[config.mk]
export PLATFORM = sky130hd
export DESIGN_NAME = conv_1_collector
export DESIGN_NICKNAME = d
export VERILOG_FILES = /design/src/rtl/conv_1_collector.sv
export SDC_FILE = /design/constraint.sdc
export NUM_CORES = 2
export LEC_CHECK = 0
export ABC_AREA = 0
export CAP_MARGIN = 30
export CORE_ASPECT_RATIO = 1.2
export CORE_MARGIN = 2
export CORE_UTILIZATION = 45
export DETAILED_ROUTE_END_ITERATION = 12
export PLACE_DENSITY_LB_ADDON = 0.15
export SLEW_MARGIN = 15
export SYNTH_ARGS = -nofsm -noshare
export SYNTH_HDL_FRONTEND = slang
export SYNTH_SLANG_ARGS = --single-unit
[constraint.sdc]
create_clock -name clk -period 24.8 [get_ports clk]
set_input_delay 4.96 -clock clk [delete_from_list [all_inputs] [get_ports clk]]
set_output_delay 4.96 -clock clk [all_outputs]
set_load 0.03 [all_outputs]
[src/rtl/conv_1_collector.sv]
// conv_1_collector
//   Receiving end of the first-layer convolution window stream. Each accepted
//   3x3 window is multiplied by the kernel selected by dir, summed, passed
//   through ReLU, shifted right by SHIFT and clamped to 255. The resulting byte
//   lands in mem[dir][dir_counter]. out_valid rises once the frame is complete
//   and the pipeline has drained.
//
// Ports
//   clk          system clock, rising edge
//   reset        synchronous, active-low
//   win_valid    window/tags valid this cycle
//   window       3x3 unsigned pixels [row][col]
//   dir          kernel / output-map select (3 is illegal)
//   dir_counter  output position, [5:3] row, [2:0] column
//   data_done    one-cycle pulse after the last window
//   kernels      signed weights [dir][row][col]
//   out_ack      consumer done reading; releases the buffer
//   rd_map       read-port map select (3 reads as 0)
//   rd_addr      read-port position
//   rd_data      registered read data, 1-cycle latency
//   out_valid    all maps complete and readable
//   err          sticky frame error
//
// state   | meaning
// COLLECT | accepting windows until data_done
// DRAIN   | waiting for the three pipeline stages to empty
// READY   | results readable, waiting for out_ack
module conv_1_collector #(
  parameter int SHIFT = 4,
  parameter int NPOS  = 64
) (
  input  logic                          clk,
  input  logic                          reset,
  input  logic                          win_valid,
  input  logic [0:2][0:2][7:0]          window,
  input  logic [1:0]                    dir,
  input  logic [5:0]                    dir_counter,
  input  logic                          data_done,
  input  logic [0:2][0:2][0:2][7:0]     kernels,
  input  logic                          out_ack,
  input  logic [1:0]                    rd_map,
  input  logic [5:0]                    rd_addr,
  output logic [7:0]                    rd_data,
  output logic                          out_valid,
  output logic                          err
);

  localparam logic [7:0] FRAME_WRITES = 8'(3 * NPOS);

  typedef enum logic [1:0] {COLLECT, DRAIN, READY} state_t;
  state_t state, state_nxt;

  logic accept, stray_win, frame_short, pipe_empty, wr_en;

  // pipeline registers
  logic                 v1, v2, v3;
  logic [0:8][16:0]     prod_c, prod1;
  logic [1:0]           dir1, dir2, dir3;
  logic [5:0]           pos1, pos2, pos3;
  logic signed [20:0]   sum_c, sum2, shifted_c;
  logic [7:0]           px_c, px3;
  logic [1:0]           ksel;

  logic [7:0] wr_count;
  logic [7:0] mem [0:2][0:NPOS-1];

  function automatic logic signed [16:0] mul_px(input logic [7:0] px, input logic [7:0] wt);
    logic signed [16:0] a, b;
    a = {9'b0, px};
    b = {{9{wt[7]}}, wt};
    return a * b;
  endfunction

  function automatic logic signed [20:0] sx(input logic [16:0] p);
    return {{4{p[16]}}, p};
  endfunction

  // ---------------- FSM ----------------
  always_ff @(posedge clk) begin
    if (!reset) state <= COLLECT;
    else        state <= state_nxt;
  end

  assign pipe_empty = !v1 && !v2 && !v3;

  always_comb begin
    state_nxt = state;
    case (state)
      COLLECT: if (data_done)  state_nxt = DRAIN;
      DRAIN:   if (pipe_empty) state_nxt = READY;
      READY:   if (out_ack)    state_nxt = COLLECT;
      default:                 state_nxt = COLLECT;
    endcase
  end

  always_comb begin
    out_valid   = (state == READY);
    accept      = win_valid && (state == COLLECT);
    stray_win   = win_valid && (state != COLLECT);
    frame_short = (state == DRAIN) && pipe_empty && (wr_count != FRAME_WRITES);
  end

  // ---------------- datapath ----------------
  // dir=3 never gets written; any legal kernel may feed its products.
  assign ksel = (dir == 2'd3) ? 2'd0 : dir;

  for (genvar r = 0; r < 3; r++) begin : g_row
    for (genvar c = 0; c < 3; c++) begin : g_col
      assign prod_c[r*3+c] = mul_px(window[r][c], kernels[ksel][r][c]);
    end
  end

  // nine 17b signed products cannot exceed 21b signed
  assign sum_c = sx(prod1[0]) + sx(prod1[1]) + sx(prod1[2])
               + sx(prod1[3]) + sx(prod1[4]) + sx(prod1[5])
               + sx(prod1[6]) + sx(prod1[7]) + sx(prod1[8]);

  assign shifted_c = sum2 >>> SHIFT;

  always_comb begin
    px_c = 8'd0;
    if (sum2[20])                   px_c = 8'd0;
    else if (shifted_c > 21'sd255)  px_c = 8'd255;
    else                            px_c = shifted_c[7:0];
  end

  always_ff @(posedge clk) begin
    if (!reset) begin
      v1 <= 1'b0;
      v2 <= 1'b0;
      v3 <= 1'b0;
    end else begin
      v1 <= accept;
      v2 <= v1;
      v3 <= v2;
    end
  end

  always_ff @(posedge clk) begin
    if (accept) begin
      prod1 <= prod_c;
      dir1  <= dir;
      pos1  <= dir_counter;
    end
    sum2 <= sum_c;
    dir2 <= dir1;
    pos2 <= pos1;
    px3  <= px_c;
    dir3 <= dir2;
    pos3 <= pos2;
  end

  assign wr_en = v3 && (dir3 != 2'd3);

  always_ff @(posedge clk) begin
    if (wr_en) mem[dir3][pos3] <= px3;
  end

  always_ff @(posedge clk) begin
    if (!reset)                rd_data <= 8'd0;
    else if (rd_map == 2'd3)   rd_data <= 8'd0;
    else                       rd_data <= mem[rd_map][rd_addr];
  end

  // ---------------- bookkeeping ----------------
  always_ff @(posedge clk) begin
    if (!reset)                          wr_count <= 8'd0;
    else if (state == READY && out_ack)  wr_count <= 8'd0;
    else if (wr_en)                      wr_count <= wr_count + 8'd1;
  end

  always_ff @(posedge clk) begin
    if (!reset)                                            err <= 1'b0;
    else if (state == READY && out_ack)                    err <= 1'b0;
    else if (stray_win || frame_short || (v3 && !wr_en))   err <= 1'b1;
  end

endmodule
# Word level (Yosys, flattened, before mapping)
# Memories as Yosys holds them, arrays and structs flattened.
# Cells that the tools add are included.
# Widths: inputs -> output; s select.
totals:
  mem_count: 1
  elab_cells: 98
  regBits: 228
  out_inout_bits: 10
  mem_bits_rw: 1536
classes:
  bitwise: 4
  order_cmp: 5
  n_mux: 16
  eq_ne: 9
  n_mul: 9
  addsub: 9
  n_reduce_logical: 21
memory_table:
  columns: ["name", "depth", "word_bits", "rd", "rd_clocked_by_memory_dff", "wr", "line", "rtl"]
  rows:
  - ["mem", 3, 512, 1, 0, 1, "65", "logic [7:0] mem [0:2][0:NPOS-1];"]
op_table:
  columns: ["operator", "count"]
  rows:
  - ["$mux 512", 1]
  - ["$mul 9x8->17", 9]
  - ["$bmux 72 s2", 1]
  - ["$mux 72", 2]
  - ["$add 21x17->21", 4]
  - ["$bmux 8 s6", 1]
  - ["$demux 8 s6", 1]
  - ["$mux 8", 4]
  - ["$add 20x17->21", 1]
  - ["$add 19x17->20", 1]
  - ["$add 18x17->19", 1]
  - ["$add 17x17->18", 1]
  - ["$gt 17x9->1 const B", 1]
  - ["$ge 7x7->1 const B", 2]
  - ["$not 6->7", 2]
  - ["$logic_and 1x1->1", 10]
  - ["$add 8x1->8 const B", 1]
  - ["$mux 2", 4]
  - ["$ne 2x2->1 const B", 4]
  - ["$ne 8x8->1 const B", 1]
  - ["$lt 7x1->1 const B", 1]
  - ["$eq 2x2->1 const B", 3]
  - ["$pmux 2 s3", 1]
  - ["$logic_not 1->1", 4]
  - ["10 further kinds", 12]

# Longest topological paths before layout
logic_depth:
  depth_word: 8
  depth_mapped: 25
  mapped_depth_nobuf: 23

# Least setup slack after synthesis
# No wires, ideal clock.
synth_path:
  kind: "input to register"
  start: "input win_valid"
  end: "register v1"
  setup_ns: 0.126
  path_slack_ns: 7.407
  n_path_buf: 0
  arrival_ns: 17.267
  required_ns: 24.674
  cell_stages: 2
  cell_sequence: "nor3b_1 and2_1"
synth_via:
  elab_chain_len: 1
synth_lines:
  columns: ["element", "line", "rtl"]
  rows:
  - ["start, declared", "34", "input logic win_valid,"]
  - ["$logic_and 1x1->1", "98", "accept = win_valid && (state == COLLECT);"]
  - ["end signal, assigned", "133", "v1 <= accept;"]
  - ["end, declared", "56", "logic v1, v2, v3;"]
# No other way between the ends.
# A chain may end at the register's enable or synchronous reset.

==> out/results.ini <==
[status]
status=finished clean

[worst_setup_path]
crit_fanout=73
path_class=in2reg
path_cells=clkdlybuf4s50_1, nand2b_4, nand2_2, buf_4, nor2_1, nor2_1, nand2_1, fa_1, fa_1, inv_1, fa_1, inv_1, fa_1, inv_1, ha_1, nor3_1, o211ai_1, a31oi_1, nor2b_1, o21a_1, o41ai_1, xnor2_1
crit_slowest_cell=buf_4
cp-end-kind=flop
critPathMaxStageDelay_ns=0.62
cp-start-kind=primary input
critPathRequiredTime_ns=25.34
crit_arrival_ns=11.82
cp_common_cell=fa_1

[cts]
clock_path_buffers=3
post-cts-setup-buffer-count=0
cts_hold_buffers=0
root_buffer=clkbuf_16
clock_sinks=1760
cts_tree=built
cts_buffers=180
clock_latency_ns=0.85
htreeDepth=4
cts_resized=0
path_clk_slew_ns=0.05

[logic_synthesis]
yosysSeqAreaShare_pct=57.0
synthesis.area_mm2=0.0916
ys_types=82
async_reset_ff_share_pct=0
yosysWarnings=0
netlist_top_cells_area=edfxtp_1 (56%), fa_1 (9.9%), ha_1 (5.6%)
synthFlopType=edfxtp_1
syn_inst=6419
synth-seq-cells=1760
synth_edf_count=1697
synth_top_area_share_pct=55.6
synth_top_area_cell=edfxtp_1
synth_nets=7589
synth.avg_cell_area_um2=14.3

[global_routing]
grt.overflow.total=0
grt_max_degree=163
grt_pass1_wl_um=380000
antenna_found_initial=11
grt_usage_pct=25.0
grt_pass1_vias=56658

[pwr]
cellLeakagePower_nw=39.3
ir_drop_mv=0.421
power_density_mw_per_mm2=132

[min_path]
hp-class=reg2reg

[timing]
drv_slew=0
max_clock_freq_mhz=88.7
holdWs_ns=0.325
finClkSkew_ns=0.0449
fin_crit_ns=11.28
fin_setup_tns_ns=0
finalSetupViolations=0
max_slew_margin_pct=27.4
tightest_slew_ns=1.09
grt_setup_unrepaired=no
hold_viol=0
period_share_pct=45.5

[floorplanning]
die-area_mm2=0.207
fp.coreArea_mm2=0.202
die_w_um=416
core.rowCount=181
start_util_pct=45.2
die_y_um=498
num_io_pins=319

[routing]
vias=54768
wirelength_um=258000
route.detailed.drc=0
dr.pass1.iters=6
wl_per_cell_um=26.5
vias_per_cell=5.62
antenna_left=0
drt-initial-drc-count=4816

[place]
portBuffers=318
place_congestion=0.861
dp_hpwl_um=179000

[flow_run]
maxCapViolCount=0

[finish]
drive_gt1_share_pct=11.9
final_nets=8104
area_growth_pct=14.6

## final timing paths
path	start	to	slack, ns	cells after the start
max	dir[0]	prod1[15]	13.52	22
min	pos2[1]	pos3[1]	0.33	0
max reg2reg	prod1[111]	sum2[20]	19.75	16
min reg2reg	pos2[1]	pos3[1]	0.33	0
## through the flow
stage	utilization (%)	std cells	power, mW	setup slack (ns)	area [µm²]
floorplan	-	6419	9.34	7.41	91600
global placement	48.8	9377	11.1	12.87	98700
detailed placement	48.9	9401	11.2	12.73	99000
CTS	51.8	9736	13.9	13.60	105000
global route	51.8	9742	14.9	13.18	105000
finish	51.8	9744	13.8	13.52	105000
## cell type report
class	instances	area (µm²)
Tap cell	2653	3320
Clock inverter	116	1130
Clock buffer	219	4790
Fill cell	17149	97500
Multi-Input combinational cell	3729	35600
Antenna cell	4	10.0
Sequential cell	1760	52300
Inverter	673	2530
Timing Repair Buffer	590	5310
## cells in the final DEF, fill, tap and decap left out, types with 131 or more instances in the layout
cell / netlist / routed
fa_1: 454 / 454
mux2i_1: 383 / 383
a21oi_1: 167 / 167
ha_1: 407 / 407
mux4_2: 179 / 179
clkbuf_16: 0 / 185
nor2_1: 332 / 330
nor3_1: 268 / 248
nand2_1: 245 / 243
o22ai_1: 131 / 131
buf_4: 53 / 252
inv_1: 672 / 672
edfxtp_1: 1697 / 1697
clkdlybuf4s50_1: 0 / 312
and2_1: 388 / 388
## layer usage
layer / GRT usage (%) / routed length (µm) / up-vias
li1: - / - / 24396
met2: 43.3 / 131000 / 1957
met4: 9.02 / 9480 / 6
met1: 31.7 / 102000 / 28035
met3: 3.84 / 16300 / 374
met5: 0 / 34 / -
## state kept, by name (all words and copies together) (netlist names), 2 cells and up
name,flops
wr_count,8
sum2,17
dir1,2
mem,1536
dir3,2
px3,8
pos1,6
state,2
pos3,6
prod1,153
rd_data,8
dir2,2
pos2,6
## critical path, delay by kind of cell
kind                       cells  cell delay (ns)
adders and majority gates      5             2.21
and+or+nand+nor                7             2.15
buffers and inverters          5             1.25
AOI/OAI and AO/OA              4             0.96
xor gates and xnor gates       1             0.13
## Yosys cell counts, drive strengths merged, types with 5 or more instances
| cell type | n |
|---|---|
| a221oi | 44 |
| o21a | 26 |
| dfxtp | 63 |
| a21oi | 167 |
| fa | 454 |
| inv | 672 |
| o41ai | 11 |
| nand2b | 20 |
| or3 | 12 |
| nand4 | 12 |
| a2111oi | 11 |
| nand3b | 6 |
| mux2 | 42 |
| mux4 | 183 |
| o211ai | 37 |
| nor2b | 47 |
| or2 | 33 |
| o22ai | 131 |
| mux2i | 383 |
| o32ai | 17 |
| clkbuf | 139 |
| and2 | 390 |
| ha | 407 |
| xnor2 | 97 |
| a22oi | 38 |
| and3 | 10 |
| o22a | 9 |
| nor2 | 332 |
| or4 | 8 |
| o31a | 7 |
| edfxtp | 1697 |
| buf | 117 |
| xor2 | 19 |
| o31ai | 8 |
| a211oi | 16 |
| nand3 | 39 |
| a31oi | 23 |
| o221ai | 5 |
| nor3 | 268 |
| a21o | 6 |
| nand2 | 245 |
| nor4 | 13 |
| o21ai | 109 |
## where the power goes
part / switching [mW] / internal (mW)
Sequential: 0.188 / 4.01
Combinational: 4.01 / 2.89
Clock: 1.18 / 1.55
Total: 5.37 / 8.45
## cell families (layout without fill, tap and decap cells)
logic type,after synthesis,after routing,share of synthesized area [%]
adder cells (fa/ha/maj),861,861,15.5
AO/OA/AOI/OAI,699,699,4.96
XOR/XNOR,116,116,1.11
other,0,4,0
buffers and inverters,930,1598,4.29
AND/OR/NAND/NOR,1445,1445,7.93
flip-flops,1760,1760,57.0
multiplexers,608,608,9.22
(Power assumes the default switching activity.)
